File: config.mk
export PLATFORM = sky130hd
export DESIGN_NAME = clb_switch_box_sr
export DESIGN_NICKNAME = d
export VERILOG_FILES = /design/src/rtl/clb_pkg.sv /design/src/rtl/clb_sb_mux4.sv /design/src/rtl/clb_switch_box_sr.sv
export SDC_FILE = /design/constraint.sdc
export NUM_CORES = 1
export LEC_CHECK = 0
export ABC_AREA = 1
export ABC_CLOCK_PERIOD_IN_PS = 5600
export BUFFER_PORTS_ARGS = -buffer_cell sky130_fd_sc_hd__buf_2
export CORE_ASPECT_RATIO = 1.2
export CORE_MARGIN = 3
export CORE_UTILIZATION = 45
export CTS_CLUSTER_SIZE = 20
export DETAILED_ROUTE_END_ITERATION = 16
export PLACE_DENSITY = 0.66
export SLEW_MARGIN = 20
export SYNTH_ARGS = -nofsm -noshare
export SYNTH_HDL_FRONTEND = slang
export SYNTH_HIERARCHICAL = 1
export SYNTH_SLANG_ARGS = --single-unit
File: constraint.sdc
create_clock -name clk -period 5.6 [get_ports clk]
set_clock_uncertainty 0.1 [all_clocks]
set_input_delay 1.12 -clock clk [delete_from_list [all_inputs] [get_ports clk]]
set_output_delay 1.12 -clock clk [all_outputs]
set_load 0.005 [all_outputs]
File: src/rtl/clb_pkg.sv
// Shared definitions for the CLB switch box: select codes, side order, index helpers.
package clb_pkg;

  // 2-bit mux select codes; SEL_OFF drives the routed output to 0.
  localparam logic [1:0] SEL_0   = 2'd0;
  localparam logic [1:0] SEL_1   = 2'd1;
  localparam logic [1:0] SEL_2   = 2'd2;
  localparam logic [1:0] SEL_OFF = 2'd3;

  // Side order used for config fields and packed side vectors.
  localparam int unsigned SIDE_N    = 0;
  localparam int unsigned SIDE_E    = 1;
  localparam int unsigned SIDE_S    = 2;
  localparam int unsigned SIDE_W    = 3;
  localparam int unsigned NUM_SIDES = 4;

  // Source side for output side `side` under select `code` (clockwise from the next side).
  function automatic int unsigned src_side(input int unsigned side, input int unsigned code);
    return (side + 1 + code) % NUM_SIDES;
  endfunction

  // Pin index of routed double track `trk` on `side`. E and S carry routed doubles in the
  // upper half so the fixed pass-through wires own the remaining half on every side.
  function automatic int unsigned dbl_pos(input int unsigned side, input int unsigned trk,
                                          input int unsigned half);
    return (side == SIDE_E || side == SIDE_S) ? half + trk : trk;
  endfunction

endpackage

File: src/rtl/clb_sb_mux4.sv
// Three-input routing mux with an off code.
// Ports: d0..d2 data inputs, sel 2-bit select, y_c combinational output (0 for SEL_OFF).
module clb_sb_mux4
  import clb_pkg::*;
(
  input  logic       d0,
  input  logic       d1,
  input  logic       d2,
  input  logic [1:0] sel,
  output logic       y_c
);

  always_comb begin
    y_c = 1'b0;
    case (sel)
      SEL_0:   y_c = d0;
      SEL_1:   y_c = d1;
      SEL_2:   y_c = d2;
      default: y_c = 1'b0;
    endcase
  end

endmodule

File: src/rtl/clb_switch_box_sr.sv
// CLB switch box with a serially loaded, double-buffered configuration.
// Ports: clk/rst (async active-high); cfg_en/cfg_in shift the shadow chain, cfg_out is its
// tail; cfg_commit loads shadow into active when cfg_full, else pulses cfg_err.
// <side>_single_in/out (WS) and <side>_double_in/out (WD) are the routing tracks.
module clb_switch_box_sr
  import clb_pkg::*;
#(
  parameter int unsigned WS      = 8,
  parameter int unsigned WD      = 4,
  parameter int unsigned REG_OUT = 0
) (
  input  logic          clk,
  input  logic          rst,
  input  logic          cfg_en,
  input  logic          cfg_in,
  output logic          cfg_out,
  input  logic          cfg_commit,
  output logic          cfg_full,
  output logic          cfg_err,
  input  logic [WS-1:0] north_single_in,
  input  logic [WS-1:0] east_single_in,
  input  logic [WS-1:0] south_single_in,
  input  logic [WS-1:0] west_single_in,
  output logic [WS-1:0] north_single_out,
  output logic [WS-1:0] east_single_out,
  output logic [WS-1:0] south_single_out,
  output logic [WS-1:0] west_single_out,
  input  logic [WD-1:0] north_double_in,
  input  logic [WD-1:0] east_double_in,
  input  logic [WD-1:0] south_double_in,
  input  logic [WD-1:0] west_double_in,
  output logic [WD-1:0] north_double_out,
  output logic [WD-1:0] east_double_out,
  output logic [WD-1:0] south_double_out,
  output logic [WD-1:0] west_double_out
);

  localparam int unsigned CW   = 8 * WS + 4 * WD;
  localparam int unsigned HD   = WD / 2;
  localparam int unsigned CNTW = $clog2(CW + 1);
  localparam int unsigned RW   = 4 * WS + 4 * WD;

  localparam logic [1:0] ST_EMPTY   = 2'd0;
  localparam logic [1:0] ST_LOADING = 2'd1;
  localparam logic [1:0] ST_FULL    = 2'd2;

  logic [1:0]      state_q, state_d;
  logic [CNTW-1:0] cnt_q, cnt_d;
  logic [CW-1:0]   shadow_q, shadow_d;
  logic [CW-1:0]   active_q, active_d;
  logic            err_d;

  // Config next-state: commit wins over a same-cycle shift.
  always_comb begin
    state_d  = state_q;
    cnt_d    = cnt_q;
    shadow_d = shadow_q;
    active_d = active_q;
    err_d    = 1'b0;
    if (cfg_commit) begin
      if (state_q == ST_FULL) begin
        active_d = shadow_q;
        cnt_d    = '0;
        state_d  = ST_EMPTY;
      end else begin
        err_d = 1'b1;
      end
    end else if (cfg_en) begin
      shadow_d = {cfg_in, shadow_q[CW-1:1]};
      if (cnt_q != CNTW'(CW)) cnt_d = cnt_q + CNTW'(1);
      state_d = (cnt_d == CNTW'(CW)) ? ST_FULL : ST_LOADING;
    end
  end

  // Config state register; active resets to all-ones so every routed output is off.
  always_ff @(posedge clk or posedge rst) begin
    if (rst) begin
      state_q  <= ST_EMPTY;
      cnt_q    <= '0;
      shadow_q <= '0;
      active_q <= '1;
      cfg_err  <= 1'b0;
      cfg_full <= 1'b0;
    end else begin
      state_q  <= state_d;
      cnt_q    <= cnt_d;
      shadow_q <= shadow_d;
      active_q <= active_d;
      cfg_err  <= err_d;
      cfg_full <= (state_d == ST_FULL);
    end
  end

  assign cfg_out = shadow_q[0];

  // Side-packed track vectors, side index per clb_pkg order.
  logic [4*WS-1:0] s_in_f, s_rt_f;
  logic [4*WD-1:0] d_in_f, d_rt_f;
  logic [RW-1:0]   route_c, route_o;

  assign s_in_f = {west_single_in, south_single_in, east_single_in, north_single_in};
  assign d_in_f = {west_double_in, south_double_in, east_double_in, north_double_in};

  for (genvar o = 0; o < 4; o++) begin : g_side
    localparam int unsigned S0 = src_side(o, 0);
    localparam int unsigned S1 = src_side(o, 1);
    localparam int unsigned S2 = src_side(o, 2);

    for (genvar t = 0; t < WS; t++) begin : g_single
      clb_sb_mux4 u_mux (
        .d0  (s_in_f[S0*WS + t]),
        .d1  (s_in_f[S1*WS + t]),
        .d2  (s_in_f[S2*WS + t]),
        .sel (active_q[8*t + 2*o +: 2]),
        .y_c (s_rt_f[o*WS + t])
      );
    end

    for (genvar i = 0; i < HD; i++) begin : g_double
      localparam int unsigned OP = o * WD + dbl_pos(o, i, HD);
      localparam int unsigned I0 = S0 * WD + dbl_pos(S0, i, HD);
      localparam int unsigned I1 = S1 * WD + dbl_pos(S1, i, HD);
      localparam int unsigned I2 = S2 * WD + dbl_pos(S2, i, HD);
      clb_sb_mux4 u_mux (
        .d0  (d_in_f[I0]),
        .d1  (d_in_f[I1]),
        .d2  (d_in_f[I2]),
        .sel (active_q[8*WS + 8*i + 2*o +: 2]),
        .y_c (d_rt_f[OP])
      );
    end
  end

  // Fixed double-length pass-through, staggered by half a track group.
  for (genvar i = 0; i < HD; i++) begin : g_pass
    assign d_rt_f[SIDE_N*WD + HD + i] = d_in_f[SIDE_S*WD + i];
    assign d_rt_f[SIDE_S*WD + i]      = d_in_f[SIDE_N*WD + HD + i];
    assign d_rt_f[SIDE_E*WD + i]      = d_in_f[SIDE_W*WD + HD + i];
    assign d_rt_f[SIDE_W*WD + HD + i] = d_in_f[SIDE_E*WD + i];
  end

  assign route_c = {d_rt_f, s_rt_f};

  // Optional output register stage.
  if (REG_OUT != 0) begin : g_reg
    logic [RW-1:0] out_q;
    always_ff @(posedge clk or posedge rst) begin
      if (rst) out_q <= '0;
      else     out_q <= route_c;
    end
    assign route_o = out_q;
  end else begin : g_comb
    assign route_o = route_c;
  end

  assign north_single_out = route_o[SIDE_N*WS +: WS];
  assign east_single_out  = route_o[SIDE_E*WS +: WS];
  assign south_single_out = route_o[SIDE_S*WS +: WS];
  assign west_single_out  = route_o[SIDE_W*WS +: WS];
  assign north_double_out = route_o[4*WS + SIDE_N*WD +: WD];
  assign east_double_out  = route_o[4*WS + SIDE_E*WD +: WD];
  assign south_double_out = route_o[4*WS + SIDE_S*WD +: WD];
  assign west_double_out  = route_o[4*WS + SIDE_W*WD +: WD];

endmodule
---- Word level (Yosys, flattened, before mapping) ----
Cells that the tools add are included.
word-level totals
  register bits ........................... 171
  input port bits ......................... 53
  output and inout bits ................... 51
  logic and storage cells ................. 189
cells by class
  add/subtract/negate cells ............... 1
  eq/ne operators ......................... 85
  muxes and demuxes ....................... 52
  bitwise logic cells ..................... 1
  reduce and logical (&&, ||, !) cells .... 44
operators by type and width
  operator               number
  $pmux W1 S3            40
  $eq A2 B2 Y1 const B   42
  $eq A2 B1 Y1 const B   40
  $logic_not A2 Y1       40
  $mux W7                6
  $mux W2                4
  $add A7 B1 Y7 const B  1
  $eq A7 B7 Y1 const B   1
  $ne A7 B7 Y1 const B   1
  $reduce_and A2 Y1      3
  $mux W1                2
  $ne A2 B1 Y1 const B   1
  $reduce_bool A2 Y1     1
  $not A1 Y1             1

---- Longest topological paths before layout ----
  depth after elaboration ................. 9
  gate-level depth with buffers ........... 11
  mapped depth without buffers ............ 11

---- Cells and area by module ----
The synthesis kept the hierarchy.
modules (own cells, without submodules)
  module             times used  cells each  area each (um^2)  seq. area each (um^2)
  clb_switch_box_sr  1           683         6655.1            4379.2
  clb_sb_mux4        40          6           27.5              0.0

---- Worst setup path after synthesis ----
No wires, ideal clock.
  path type ............................... input to output
  from .................................... input west_double_in[0]
  to ...................................... output east_double_out[2]
  data arrival time ....................... 1266 ps
  required time ........................... 4380 ps
  slack ................................... 3114 ps
  stages .................................. 2
  buffers on the path ..................... 0
  cells stage by stage .................... nand3_1 -> nand3_1
on the way
  longest elaborated chain between the ends .. 1
RTL lines
  what         RTL line                 source
  from (decl)  clb_switch_box_sr.sv:31  input logic [WD-1:0] west_double_in,
  $pmux W1 S3  clb_sb_mux4.sv:15        case (sel)
  to (decl)    clb_switch_box_sr.sv:33  output logic [WD-1:0] east_double_out,
No other way between the ends.

---- Final worst setup path ----
  from .................................... input south_double_in[3]
  to ...................................... output north_double_out[1]
on the way
  longest elaborated chain between the ends .. 1
RTL lines
  what         RTL line                 source
  from (decl)  clb_switch_box_sr.sv:30  input logic [WD-1:0] south_double_in,
  $pmux W1 S3  clb_sb_mux4.sv:15
  to (decl)    clb_switch_box_sr.sv:32  output logic [WD-1:0] north_double_out,
No other way between the ends.

==> impl_metrics.env <==
export IMPL_status="finished clean"
export IMPL_path_clk_slew_ns=0.06
export IMPL_grt_busiest_layer="met2"
export IMPL_worst_path_buf_inv=2
export IMPL_p_per_area_mw_per_mm2=336
export IMPL_synth_area_per_cell_um2=8.40
export IMPL_die_width_um=126
export IMPL_grt_pass1_vias=5626
export IMPL_fin_setup_tns_ns=0
export IMPL_htreeDepth=4
export IMPL_via_per_inst=4.91
export IMPL_cts_tree="yes"
export IMPL_met2_usage=0.280
export IMPL_synth_cell_type_count=23
export IMPL_numPlacedInstances=1183
export IMPL_track_usage=0.165
export IMPL_grt_max_degree=133
export IMPL_crit_path_end_kind="output port"
export IMPL_drt_iter0_markers=369
export IMPL_r2r_start="state_q[0]$_DFF_PP0_"
export IMPL_synthTopCellsByArea="dfrtp_1 29%, dfstp_2 27%, nand3_1 11%, nand2_1 8.7%, o21ai_0 8.3%"
export IMPL_fp_coreArea_mm2=0.0166
export IMPL_cts_made_buffers=17
export IMPL_synth_nets=978
export IMPL_port_buffers=87
export IMPL_n_antenna_cell=0
export IMPL_setup_violations=0
export IMPL_cts_hold_buffers_added=0
export IMPL_vias=5963
export IMPL_die_area_mm2=0.0189
export IMPL_timing_fmax_mhz=351
export IMPL_hold_start="shadow_q[74]$_DFFE_PP0P_"
export IMPL_holdWs_ns=0.380
export IMPL_grt_first_pass_wirelength_mm=25.8
export IMPL_critPathTopFamily="buffers and inverters"
export IMPL_cp_cell_sequence="buf_2 > nand3_1 > nand3_1 > buf_2"
export IMPL_slowest_delay_ns=0.16
export IMPL_r2r_cells=5
export IMPL_antenna_found_initial=0
export IMPL_synthToLayoutAreaGrowth_pct=14.8
export IMPL_cts_sinks=171
export IMPL_post_synth_instance_area_mm2=0.00776
export IMPL_fin_cells=1215
export IMPL_p_leak_nw=3.71
export IMPL_finalNetCount=1045
export IMPL_post_route_period_util=0.509
export IMPL_fin_crit_ns=2.85
export IMPL_syn_inst=923
export IMPL_yosysTopAreaCell="dfrtp_1"
export IMPL_rsz0062_at_grt="false"
export IMPL_wire_per_inst_um=12.1
export IMPL_worstReg2RegEnd="cnt_q[3]$_DFFE_PP0P_"
export IMPL_firstDrtPassIters=5
export IMPL_final_util=0.537
export IMPL_worstPathRequired_ns=4.38
export IMPL_detailedPlacementHpwl_mm=9.96
export IMPL_grt_util_met1=0.212
export IMPL_yosys_register_bits=171
export IMPL_ctsResizeCount=0
export IMPL_fp_row_count=51
export IMPL_grt_overflow=0
export IMPL_layout_drive_gt1_share=0.214
export IMPL_die_y_um=150
export IMPL_tightest_slew_ns=0.951
export IMPL_yosysSeqAreaShare=0.565
export IMPL_min_path_cells=2
export IMPL_clk_path_buf_depth=2
export IMPL_min_path_type="register to register"
export IMPL_start_kind="input pin"
export IMPL_initial_core_util=0.467
export IMPL_ios=104
export IMPL_hold_end="shadow_q[74]$_DFFE_PP0P_"
export IMPL_critPathKind="input pin to output port"
export IMPL_arrival_ns=1.63
export IMPL_synth_top_area_frac=0.294
export IMPL_post_cts_setup_buffer_count=0
export IMPL_ant_nets=0
export IMPL_finalHoldViolCount=0
export IMPL_finalWeightedCongestion=0.771
export IMPL_vdd_drop_max_mv=0.242
export IMPL_max_slew_margin_rel=0.366
export IMPL_crit_slowest_cell="buf_2"
export IMPL_insertion_delay_ns=0.42
export IMPL_drv_cap=0
export IMPL_drv_slew=0
export IMPL_r2r_slack_ns=3.43
export IMPL_worstPathMaxFanout=3
export IMPL_ys_warn_count=6
export IMPL_met3_usage=0.0375
export IMPL_clockRootBuffer="clkbuf_16"
export IMPL_drt_total_wl_mm=14.8
export IMPL_dp_worst_setup_slack_ns=2.50
export IMPL_drc=0
export IMPL_fin_ws_ns=2.75
[per-stage QoR]
step           power, mW  cell area [um^2]
3_3_place_gp        1.81              8300
3_5_place_dp        1.82              8300
2_1_floorplan       1.71              7760
4_1_cts             3.03              8910
5_1_grt             3.17              8910
6_report            2.99              8910
[worst max path at each step]
| stage | end | cells past startpoint | slack (ns) | from |
|---|---|---|---|---|
| global placement | state_q[0]$_DFF_PP0_ | 7 | 2.53 | cfg_commit |
| detailed placement | state_q[0]$_DFF_PP0_ | 7 | 2.50 | cfg_commit |
| finish | north_double_out[1] | 4 | 2.75 | south_double_in[3] |
| CTS | north_double_out[1] | 4 | 2.72 | south_double_in[3] |
| floorplan | cfg_err$_DFF_PP0_ | 1 | 2.26 | rst |
| global route | north_double_out[1] | 4 | 2.71 | west_double_in[1] |
[registers in the layout (all words and copies together), names as in the netlist]
register,cells
state_q,2
active_q,80
shadow_q,80
cnt_q,7
cfg_full,1
cfg_err,1
[area by class of cell]
class | instances | area (um^2)
clock buffer | 19 | 443
clock inverter | 13 | 168
fill | 1534 | 7680
inverter | 173 | 653
multi-input combinational | 536 | 2520
sequential | 171 | 4380
tap | 212 | 265
timing repair buffer | 91 | 478
[synthesized netlist by cell type]
cell type,number
nand2_1,179
inv_1,170
nand3_1,168
o21ai_0,128
dfrtp_1,91
dfstp_2,80
o21ai_1,36
buf_2,22
clkbuf_1,13
buf_4,8
nor2_1,6
inv_2,3
nand2_2,3
nor2_2,3
o22ai_1,3
ha_1,2
nand3_2,2
a21oi_1,1
mux2_1,1
nand3b_1,1
o211ai_1,1
o21bai_2,1
xor2_1,1
[cell families after synthesis]
group           share of synthesized area
simple gates                        0.206
buf+inv                             0.112
flops                               0.565
compound gates                      0.111
fa+ha+maj                         0.00323
xor+xnor                          0.00113
mux                               0.00145
[metal layers]
metal | share of wire | wire length [um]
met1 | 0.46 | 6860
met2 | 0.49 | 7160
met3 | 0.035 | 521
met4 | 0.014 | 208
met5 | 0 | 0
[tightest hold or removal path, cell delays in order, from the launching register on]
cell and delay [ns]:
dfrtp_1 0.34, nand2_1 0.05, o21ai_0 0.05
[layout by cell type, fill, tap and decap left out]
cell type / Yosys / final
o211ai_1: 1 / 1
clkbuf_1: 13 / 1
buf_12: 0 / 1
buf_2: 22 / 87
o22ai_1: 3 / 3
buf_4: 8 / 3
a21oi_1: 1 / 1
clkbuf_8: 0 / 1
nor2_1: 6 / 6
xor2_1: 1 / 1
o21ai_1: 36 / 36
mux2_1: 1 / 1
clkinv_4: 0 / 3
o21ai_0: 128 / 128
nand3_1: 168 / 168
dfrtp_1: 91 / 91
nand3_4: 0 / 1
clkbuf_16: 0 / 17
nand2_4: 0 / 1
bufinv_16: 0 / 3
inv_2: 3 / 3
clkinvlp_4: 0 / 3
inv_6: 0 / 3
nor2_2: 3 / 3
nand3_2: 2 / 1
nand2_2: 3 / 2
ha_1: 2 / 2
clkinv_2: 0 / 2
nand2_1: 179 / 179
o21bai_2: 1 / 1
dfstp_2: 80 / 80
inv_1: 170 / 169
nand3b_1: 1 / 1
[report_power, final]
| group | internal, mW | leakage (nW) | total, mW | switching (mW) |
|---|---|---|---|---|
| logic | 0.126 | 1.38 | 0.340 | 0.215 |
| clock network | 0.718 | 0.294 | 1.20 | 0.478 |
| registers | 1.38 | 2.04 | 1.46 | 0.0814 |
Power figures use the tool's default switching activity.
